--- src/rtl/matrix_pkg.sv ---
// Shared constants and types for the matrix framebuffer fetch stage.
// Build option: MATRIX_FB_DOUBLE_BUFFER_EN selects the banked (11-bit) framebuffer address.
package matrix_pkg;

  localparam int unsigned MATRIX_COLUMNS   = 64;
  localparam int unsigned MATRIX_ROWS_HALF = 16;
  localparam int unsigned PIXEL_DEPTH      = 6;
  localparam int unsigned PIXEL_WIDTH      = 3 * PIXEL_DEPTH;

  localparam int unsigned COL_WIDTH = $clog2(MATRIX_COLUMNS);
  localparam int unsigned ROW_WIDTH = $clog2(MATRIX_ROWS_HALF);

  // Colour field offsets inside one 18-bit pixel {R, G, B}.
  localparam int unsigned R_OFFSET = 12;
  localparam int unsigned G_OFFSET = 6;
  localparam int unsigned B_OFFSET = 0;

  // The first bit plane of a frame is the MSB plane.
  localparam logic [PIXEL_DEPTH-1:0] FIRST_PLANE_MASK = 6'b100000;

`ifdef MATRIX_FB_DOUBLE_BUFFER_EN
  localparam int unsigned FB_ADDR_WIDTH = 11;
`else
  localparam int unsigned FB_ADDR_WIDTH = 10;
`endif

  typedef enum logic [1:0] {
    StIdle  = 2'd0,
    StFetch = 2'd1,
    StDrain = 2'd2
  } fetch_state_e;

endpackage

--- src/rtl/matrix_plane_slice.sv ---
// Combinational bit-plane slice: one 18-bit pixel plus plane mask gives one {R,G,B} bit triple.
module matrix_plane_slice
  import matrix_pkg::*;
(
  input  logic [PIXEL_WIDTH-1:0] pixel,
  input  logic [PIXEL_DEPTH-1:0] mask,
  output logic [2:0]             rgb
);

  // A multi-bit mask ORs every selected plane; an all-zero mask yields black.
  always_comb begin
    rgb = {|(pixel[R_OFFSET +: PIXEL_DEPTH] & mask),
           |(pixel[G_OFFSET +: PIXEL_DEPTH] & mask),
           |(pixel[B_OFFSET +: PIXEL_DEPTH] & mask)};
  end

endmodule

--- src/rtl/matrix_pixel_fetch.sv ---
// Framebuffer read stage: issues one RAM read per pixel-load cycle, slices the
// selected brightness plane one cycle later, detects frame starts and swaps banks.
// Build option: MATRIX_FB_DOUBLE_BUFFER_EN enables the front/back bank swap.
module matrix_pixel_fetch
  import matrix_pkg::*;
#(
  parameter int unsigned ADDR_WIDTH = FB_ADDR_WIDTH,
  parameter int unsigned DATA_WIDTH = 36
) (
  input  logic                   clk_in,
  input  logic                   reset,
  input  logic                   pixel_load_en,
  input  logic [COL_WIDTH-1:0]   column_address,
  input  logic [ROW_WIDTH-1:0]   row_address,
  input  logic [PIXEL_DEPTH-1:0] brightness_mask,
  output logic                   ram_rd_en,
  output logic [ADDR_WIDTH-1:0]  ram_rd_addr,
  input  logic [DATA_WIDTH-1:0]  ram_rd_data,
  output logic [2:0]             rgb_top,
  output logic [2:0]             rgb_bottom,
  output logic                   rgb_valid,
  output logic                   frame_start,
  input  logic                   swap_req,
  output logic                   swap_ack,
  output logic                   bank_display
);

  fetch_state_e state_q, state_d;

  logic [PIXEL_DEPTH-1:0] mask_q;
  logic                   valid_q;
  logic                   frame_start_q;
  logic                   frame_rise;
  logic [2:0]             top_slice;
  logic [2:0]             bottom_slice;

  // A frame begins on a load rising edge that targets row 0 on the MSB plane.
  // Reset suppresses it so a reset cycle can never start a frame or take a swap.
  always_comb begin
    frame_rise = pixel_load_en && (state_q != StFetch) && (row_address == '0) &&
                 (brightness_mask == FIRST_PLANE_MASK) && !reset;
  end

`ifdef MATRIX_FB_DOUBLE_BUFFER_EN
  logic bank_q;
  logic swap_take;
  logic swap_ack_q;

  // The swap is applied combinationally so the frame's first read already hits the new bank.
  always_comb begin
    swap_take    = frame_rise && swap_req;
    bank_display = bank_q ^ swap_take;
    swap_ack     = swap_ack_q;
    ram_rd_addr  = {bank_display, row_address, column_address};
  end

  // Bank and acknowledge registers.
  always_ff @(posedge clk_in) begin
    if (reset) begin
      bank_q     <= 1'b0;
      swap_ack_q <= 1'b0;
    end else begin
      bank_q     <= bank_display;
      swap_ack_q <= swap_take;
    end
  end
`else
  logic unused_swap_req;

  // Single bank: no swap path, address is just {row, column}.
  always_comb begin
    unused_swap_req = swap_req;
    bank_display    = 1'b0;
    swap_ack        = 1'b0;
    ram_rd_addr     = {row_address, column_address};
  end
`endif

  // The RAM strobe follows the load enable directly.
  always_comb begin
    ram_rd_en = pixel_load_en;
  end

  // Fetch FSM next state.
  always_comb begin
    state_d = state_q;
    unique case (state_q)
      StIdle:  if (pixel_load_en) state_d = StFetch;
      StFetch: if (!pixel_load_en) state_d = StDrain;
      StDrain: state_d = pixel_load_en ? StFetch : StIdle;
      default: state_d = StIdle;
    endcase
  end

  // State, plane mask and valid pipeline registers (aligned with the RAM's one-cycle latency).
  always_ff @(posedge clk_in) begin
    if (reset) begin
      state_q       <= StIdle;
      mask_q        <= '0;
      valid_q       <= 1'b0;
      frame_start_q <= 1'b0;
    end else begin
      state_q       <= state_d;
      mask_q        <= brightness_mask;
      valid_q       <= pixel_load_en;
      frame_start_q <= frame_rise;
    end
  end

  matrix_plane_slice u_slice_top (
    .pixel (ram_rd_data[PIXEL_WIDTH-1:0]),
    .mask  (mask_q),
    .rgb   (top_slice)
  );

  matrix_plane_slice u_slice_bottom (
    .pixel (ram_rd_data[2*PIXEL_WIDTH-1:PIXEL_WIDTH]),
    .mask  (mask_q),
    .rgb   (bottom_slice)
  );

  // Data lines are black whenever no fetched pixel is in flight.
  always_comb begin
    rgb_top     = valid_q ? top_slice : 3'b000;
    rgb_bottom  = valid_q ? bottom_slice : 3'b000;
    rgb_valid   = valid_q;
    frame_start = frame_start_q;
  end

endmodule

--- config.mk ---
export PLATFORM = sky130hd
export DESIGN_NAME = matrix_pixel_fetch
export DESIGN_NICKNAME = d
export VERILOG_FILES = /design/src/rtl/matrix_pkg.sv /design/src/rtl/matrix_plane_slice.sv /design/src/rtl/matrix_pixel_fetch.sv
export SDC_FILE = /design/constraint.sdc
export NUM_CORES = 1
export LEC_CHECK = 0
export ABC_CLOCK_PERIOD_IN_PS = 900
export CORE_ASPECT_RATIO = 0.5
export CORE_MARGIN = 1
export CORE_UTILIZATION = 23
export CTS_CLUSTER_DIAMETER = 150
export CTS_CLUSTER_SIZE = 25
export DETAILED_ROUTE_END_ITERATION = 10
export MAX_ROUTING_LAYER = met4
export PLACE_DENSITY = 0.76
export SYNTH_ARGS = -nofsm -noshare
export SYNTH_HDL_FRONTEND = slang
export SYNTH_HIERARCHICAL = 1
export SYNTH_SLANG_ARGS = --single-unit
--- constraint.sdc ---
create_clock -name clk_in -period 0.9 [get_ports clk_in]
set_input_delay 0.18 -clock clk_in [delete_from_list [all_inputs] [get_ports clk_in]]
set_output_delay 0.18 -clock clk_in [all_outputs]
set_load 0.03 [all_outputs]
; After elaboration in Yosys (flattened, before gate mapping)
; Index checks and enable logic that the tools add are counted.
[word_totals]
memories = 0
romBits = 0
register_bits = 10
latchBits = 0
out_inout_bits = 21
ram_bits = 0
in_bits = 56
wordCells = 36
[op_classes]
n_reduce_logical = 14
magnitude_cmp = 0
n_mux = 6
div = 0
addsub = 0
n_eq_ne = 6
n_bitwise = 6
n_mul = 0
n_shift = 0
[op_table]
columns = operator, count
row1 = 6-bit bitwise AND, 6
row2 = 6-bit OR reduction, 6
row3 = 6-bit equality test (second input constant), 1
row4 = 3-bit 2-to-1 mux, 2
row5 = 2-bit one-hot mux with 3 select lines, 1
row6 = 1-bit logical AND, 4
row7 = 4-bit logical NOT, 1
row8 = 2-bit 2-to-1 mux, 2
row9 = 2-bit inequality test (second input constant), 2
row10 = 2-bit by 1-bit equality test with 1-bit output (second input constant), 1
row11 = 2-bit equality test (second input constant), 1
row12 = 2-bit logical NOT, 1
row13 = 2-bit by 1-bit inequality test with 1-bit output (second input constant), 1
row14 = 2-bit AND reduction, 1
row15 = 1-bit logical NOT, 1
row16 = 1-bit 2-to-1 mux, 1

; Logic depth before layout (Yosys ltp)
[logic_depth]
word_depth = 5
ltp_mapped = 3
mapped_depth_nobuf = 3

; Modules after synthesis
; Netlist, hierarchy kept.
[by_module_without_submodules]
columns = module, instances, seq_area_each_um2, area_per_inst_um2, cells_per_inst
row1 = matrix_pixel_fetch, 1, 200.2, 450.4, 44
row2 = matrix_plane_slice, 2, 0.0, 82.6, 12

; Worst setup path before layout
; Ideal clock, no wire load.
[synth_path]
path_type = reg-to-output
from = register valid_q (netlist: rgb_valid)
to = output port rgb_bottom[0]
path_slack_ns = -0.163
stages_incl_launch_ff = 2
arrival_time_ns = 0.883
path_buffers = 0
t_required_ns = 0.720
path_cell_list = dfxtp_1 and2_1
[synth_via]
elab_chain_cells = 1
[synth_rtl]
columns = element, line
row1 = "start, declared", matrix_pixel_fetch.sv:31  ; logic valid_q;
row2 = "start signal, assigned", matrix_pixel_fetch.sv:105  ; valid_q <= pixel_load_en;
row3 = 3-bit 2-to-1 mux, matrix_pixel_fetch.sv:125  ; rgb_bottom = valid_q ? bottom_slice : 3'b000;
row4 = "end, declared", matrix_pixel_fetch.sv:20  ; output logic [2:0] rgb_bottom,
; No other way between the ends.

; Worst setup path after layout
[layout_path]
from = register mask_q[0]
to = output port rgb_top[0]
[layout_via]
elab_chain_cells = 3
[layout_rtl]
columns = element, line
row1 = "start, declared", matrix_pixel_fetch.sv:30  ; logic [PIXEL_DEPTH-1:0] mask_q;
row2 = "start signal, assigned", matrix_pixel_fetch.sv:104  ; mask_q <= brightness_mask;
row3 = 6-bit bitwise AND, matrix_plane_slice.sv:14  ; |(pixel[B_OFFSET +: PIXEL_DEPTH] & mask)};
row4 = 6-bit OR reduction, matrix_plane_slice.sv:14
row5 = named net top_slice[0], matrix_pixel_fetch.sv:34  ; logic [2:0] top_slice;
row6 = 3-bit 2-to-1 mux, matrix_pixel_fetch.sv:124  ; rgb_top = valid_q ? top_slice : 3'b000;
row7 = "end, declared", matrix_pixel_fetch.sv:19  ; output logic [2:0] rgb_top,
; The timed path passes the listed nets, and every way through them passes these cells.

==> flow_metrics.py <==
metrics = {
    "placed_design": {
        "io_buffers": 61,
        "dp_hpwl_um": 1780,
        "placed_cells": 162,
        "place_congestion": 0.840,
    },
    "worst_setup_path": {
        "crit_chain": "buf_6, a22oi_2, nand3_1, and2_4, buf_6",
        "crit_type": "register to output port",
        "cp-end-kind": "output port",
        "cp_max_fo": 5,
        "critPathArrivalTime_ns": 1.26,
        "slowest_delay_ns": 0.33,
        "critical_path_required_ns": 0.72,
        "worst_path_most_repeated_cell": "buf_6",
        "critPathTopFamily": "flip-flops",
        "crit_path_top_delay_cell": "dfxtp_2",
        "start_kind": "register",
        "path_buf_inv": 2,
    },
    "routing": {
        "drt_iter0_drc": 27,
        "num_vias": 740,
        "routedWlPerCell_um": 14.1,
        "routed_wl_um": 2370,
        "first_pass_iters": 4,
        "via_per_inst": 4.40,
        "postRouteAntennaNets": 0,
        "drc": 0,
    },
    "synth": {
        "ys_warn_count": 6,
        "synth-seq-cells": 10,
        "yosysSeqAreaShare_pct": 32.5,
        "synth.avg_cell_area_um2": 9.05,
        "synthMuxAreaShare_pct": 0,
        "synth_compound_area_share_pct": 23.2,
        "yosys.area_share.simple_pct": 27.8,
        "netlist-cell-type-count": 13,
        "synthesis.area_um2": 616,
        "synth_top_family_by_area": "simple AND/OR/NAND/NOR gates",
        "synth_xor_area_share_pct": 0,
        "synth_fa_ha_area_share_pct": 0,
        "synth_cells": 68,
    },
    "clocking": {
        "clock_latency_ns": 0.23,
        "clock-root-buffer": "clkbuf_8",
        "clkSlewWorstSetupHoldPaths_ns": 0.05,
        "cts_buffers": 3,
        "clock-sinks": 10,
        "cts_tree": "done",
        "ctsLongestPathBuffers": 2,
        "cts-hold-fix-buffers": 0,
        "htree_levels": 1,
    },
    "global_route": {
        "grt_pass1_wl_um": 3650,
        "grt_util_all_layers_pct": 18.3,
        "gr-total-overflow": 0,
        "antenna_found_initial": 0,
        "grt_pass1_vias": 815,
        "grt_max_degree": 8,
    },
    "status": {
        "status": "finished with violations",
        "violations": "setup timing",
    },
    "worst_hold_path": {
        "min_path_type": "input port to register",
    },
    "flow_run": {
        "cap_violations": 0,
    },
    "timing": {
        "fmax_mhz": 697,
        "clock_skew_ns": 0.000896,
        "period_minus_slack_ns": 1.44,
        "slew_viol_final": 0,
        "fin_ws_ns": -0.535,
        "period_share_pct": 159,
        "hold_violations": 0,
        "hold_ws_ns": 0.242,
        "rsz0062_at_grt": "true",
        "setup_viol_count_final": 7,
    },
    "die": {
        "die-width_um": 75.2,
        "start_util_pct": 25.9,
        "die-area_mm2": 0.00290,
        "coreArea_mm2": 0.00237,
        "io_pins": 77,
        "rows": 12,
        "die_y_um": 38.6,
    },
    "cells_and_area": {
        "mostFrequentLayoutCells": "clkdlybuf4s50_1 (37), buf_6 (21), a22oi_2 (15)",
        "post-route-util_pct": 62.4,
        "n_antenna_cell": 0,
        "fin_nets": 190,
        "syn2layout_area_growth_pct": 140,
        "layoutNonFillerInstCount": 168,
        "layout_commonest_cell": "clkdlybuf4s50_1",
        "drive_above_1_share_pct": 49.6,
    },
    "power_and_ir_drop": {
        "p_sw_share_pct": 25.4,
        "power_density_mw_per_mm2": 1100,
        "switchingPower_uw": 413,
        "sequentialPowerShare_pct": 29.9,
        "combPwrFrac_pct": 36.0,
        "power_leakage_nw": 0.632,
        "vdd_drop_max_v": 0.000689,
        "intPower_mw": 1.21,
        "p_clk_share_pct": 34.1,
        "power_mw": 1.62,
    },
}
-- per-stage QoR --
stage,setup WS (ns),TNS (ns),instance area [um^2]
6_report,-0.535,-3.14,1480
3_5_place_dp,-0.881,-6.05,1240
4_1_cts,-0.526,-3.19,1440
5_1_grt,-0.574,-3.54,1480
2_1_floorplan,-0.0384,-0.213,641
3_3_place_gp,-0.860,-5.86,1240
-- layout make-up --
class / count / area, um^2
multi-input cells: 46 / 424
repair buffers: 73 / 748
fillers: 186 / 892
clock buffers: 4 / 55.1
flip-flops and latches: 10 / 209
well taps: 35 / 43.8
-- power groups by stage --
stage | Combinational (mW) | Sequential, mW | Clock [mW]
floorplan | 0.242 | 0.501 | 0
global placement | 0.500 | 0.491 | 0
detailed placement | 0.505 | 0.491 | 0
CTS | 0.570 | 0.486 | 0.577
global route | 0.620 | 0.487 | 0.600
finish | 0.585 | 0.485 | 0.554
-- worst paths after layout --
| path | from | cells past startpoint | slack (ns) | to |
|---|---|---|---|---|
| setup / recovery | mask_q[0] | 5 | -0.54 | rgb_top[0] |
| hold / removal | brightness_mask[2] | 2 | 0.24 | mask_q[2] |
| setup reg to reg | state_q[1] | 2 | 0.18 | frame_start |
| hold reg to reg | state_q[1] | 1 | 0.43 | state_q[0] |
-- cell families after synthesis --
| kind of cell | Yosys count |
|---|---|
| other | 1 |
| buffers and inverters | 13 |
| DFF | 10 |
| AOI/OAI and AO/OA | 19 |
| and+or+nand+nor | 25 |
-- layer usage --
layer | routed length, um | vias up | GRT usage (%)
met5 | 0 | - | -
met4 | 5 | 0 | 8.33
met3 | 80 | 2 | 2.34
met2 | 1240 | 24 | 31.3
met1 | 1040 | 344 | 22.3
li1 | - | 370 | -
-- cells in the mapped netlist --
| cell | count | area share [%] |
|---|---|---|
| buf_4 | 13 | 16 |
| a21boi_0 | 1 | 1.2 |
| and2_1 | 6 | 6.1 |
| a22oi_1 | 18 | 22 |
| nand3_1 | 6 | 4.9 |
| nor3_1 | 1 | 0.81 |
| nand2b_1 | 1 | 1.0 |
| conb_1 | 1 | 0.61 |
| dfxtp_1 | 10 | 33 |
| nor4bb_1 | 1 | 1.6 |
| and2b_2 | 7 | 10 |
| nor4_1 | 2 | 2.0 |
| and4_1 | 1 | 1.4 |
-- repair_timing --
| item | CTS | global route |
|---|---|---|
| buffers inserted | 1 | 1 |
| endpoints found under the setup margin | 13 | 9 |
| resized for setup | 47 | 10 |
| pin swaps | 18 | 7 |
-- flip-flops by register name, indices dropped and copies added, names as in the netlist --
signal       flops
frame_start      1
mask_q           6
rgb_valid        1
state_q          2
Power figures use the tool's default switching activity.
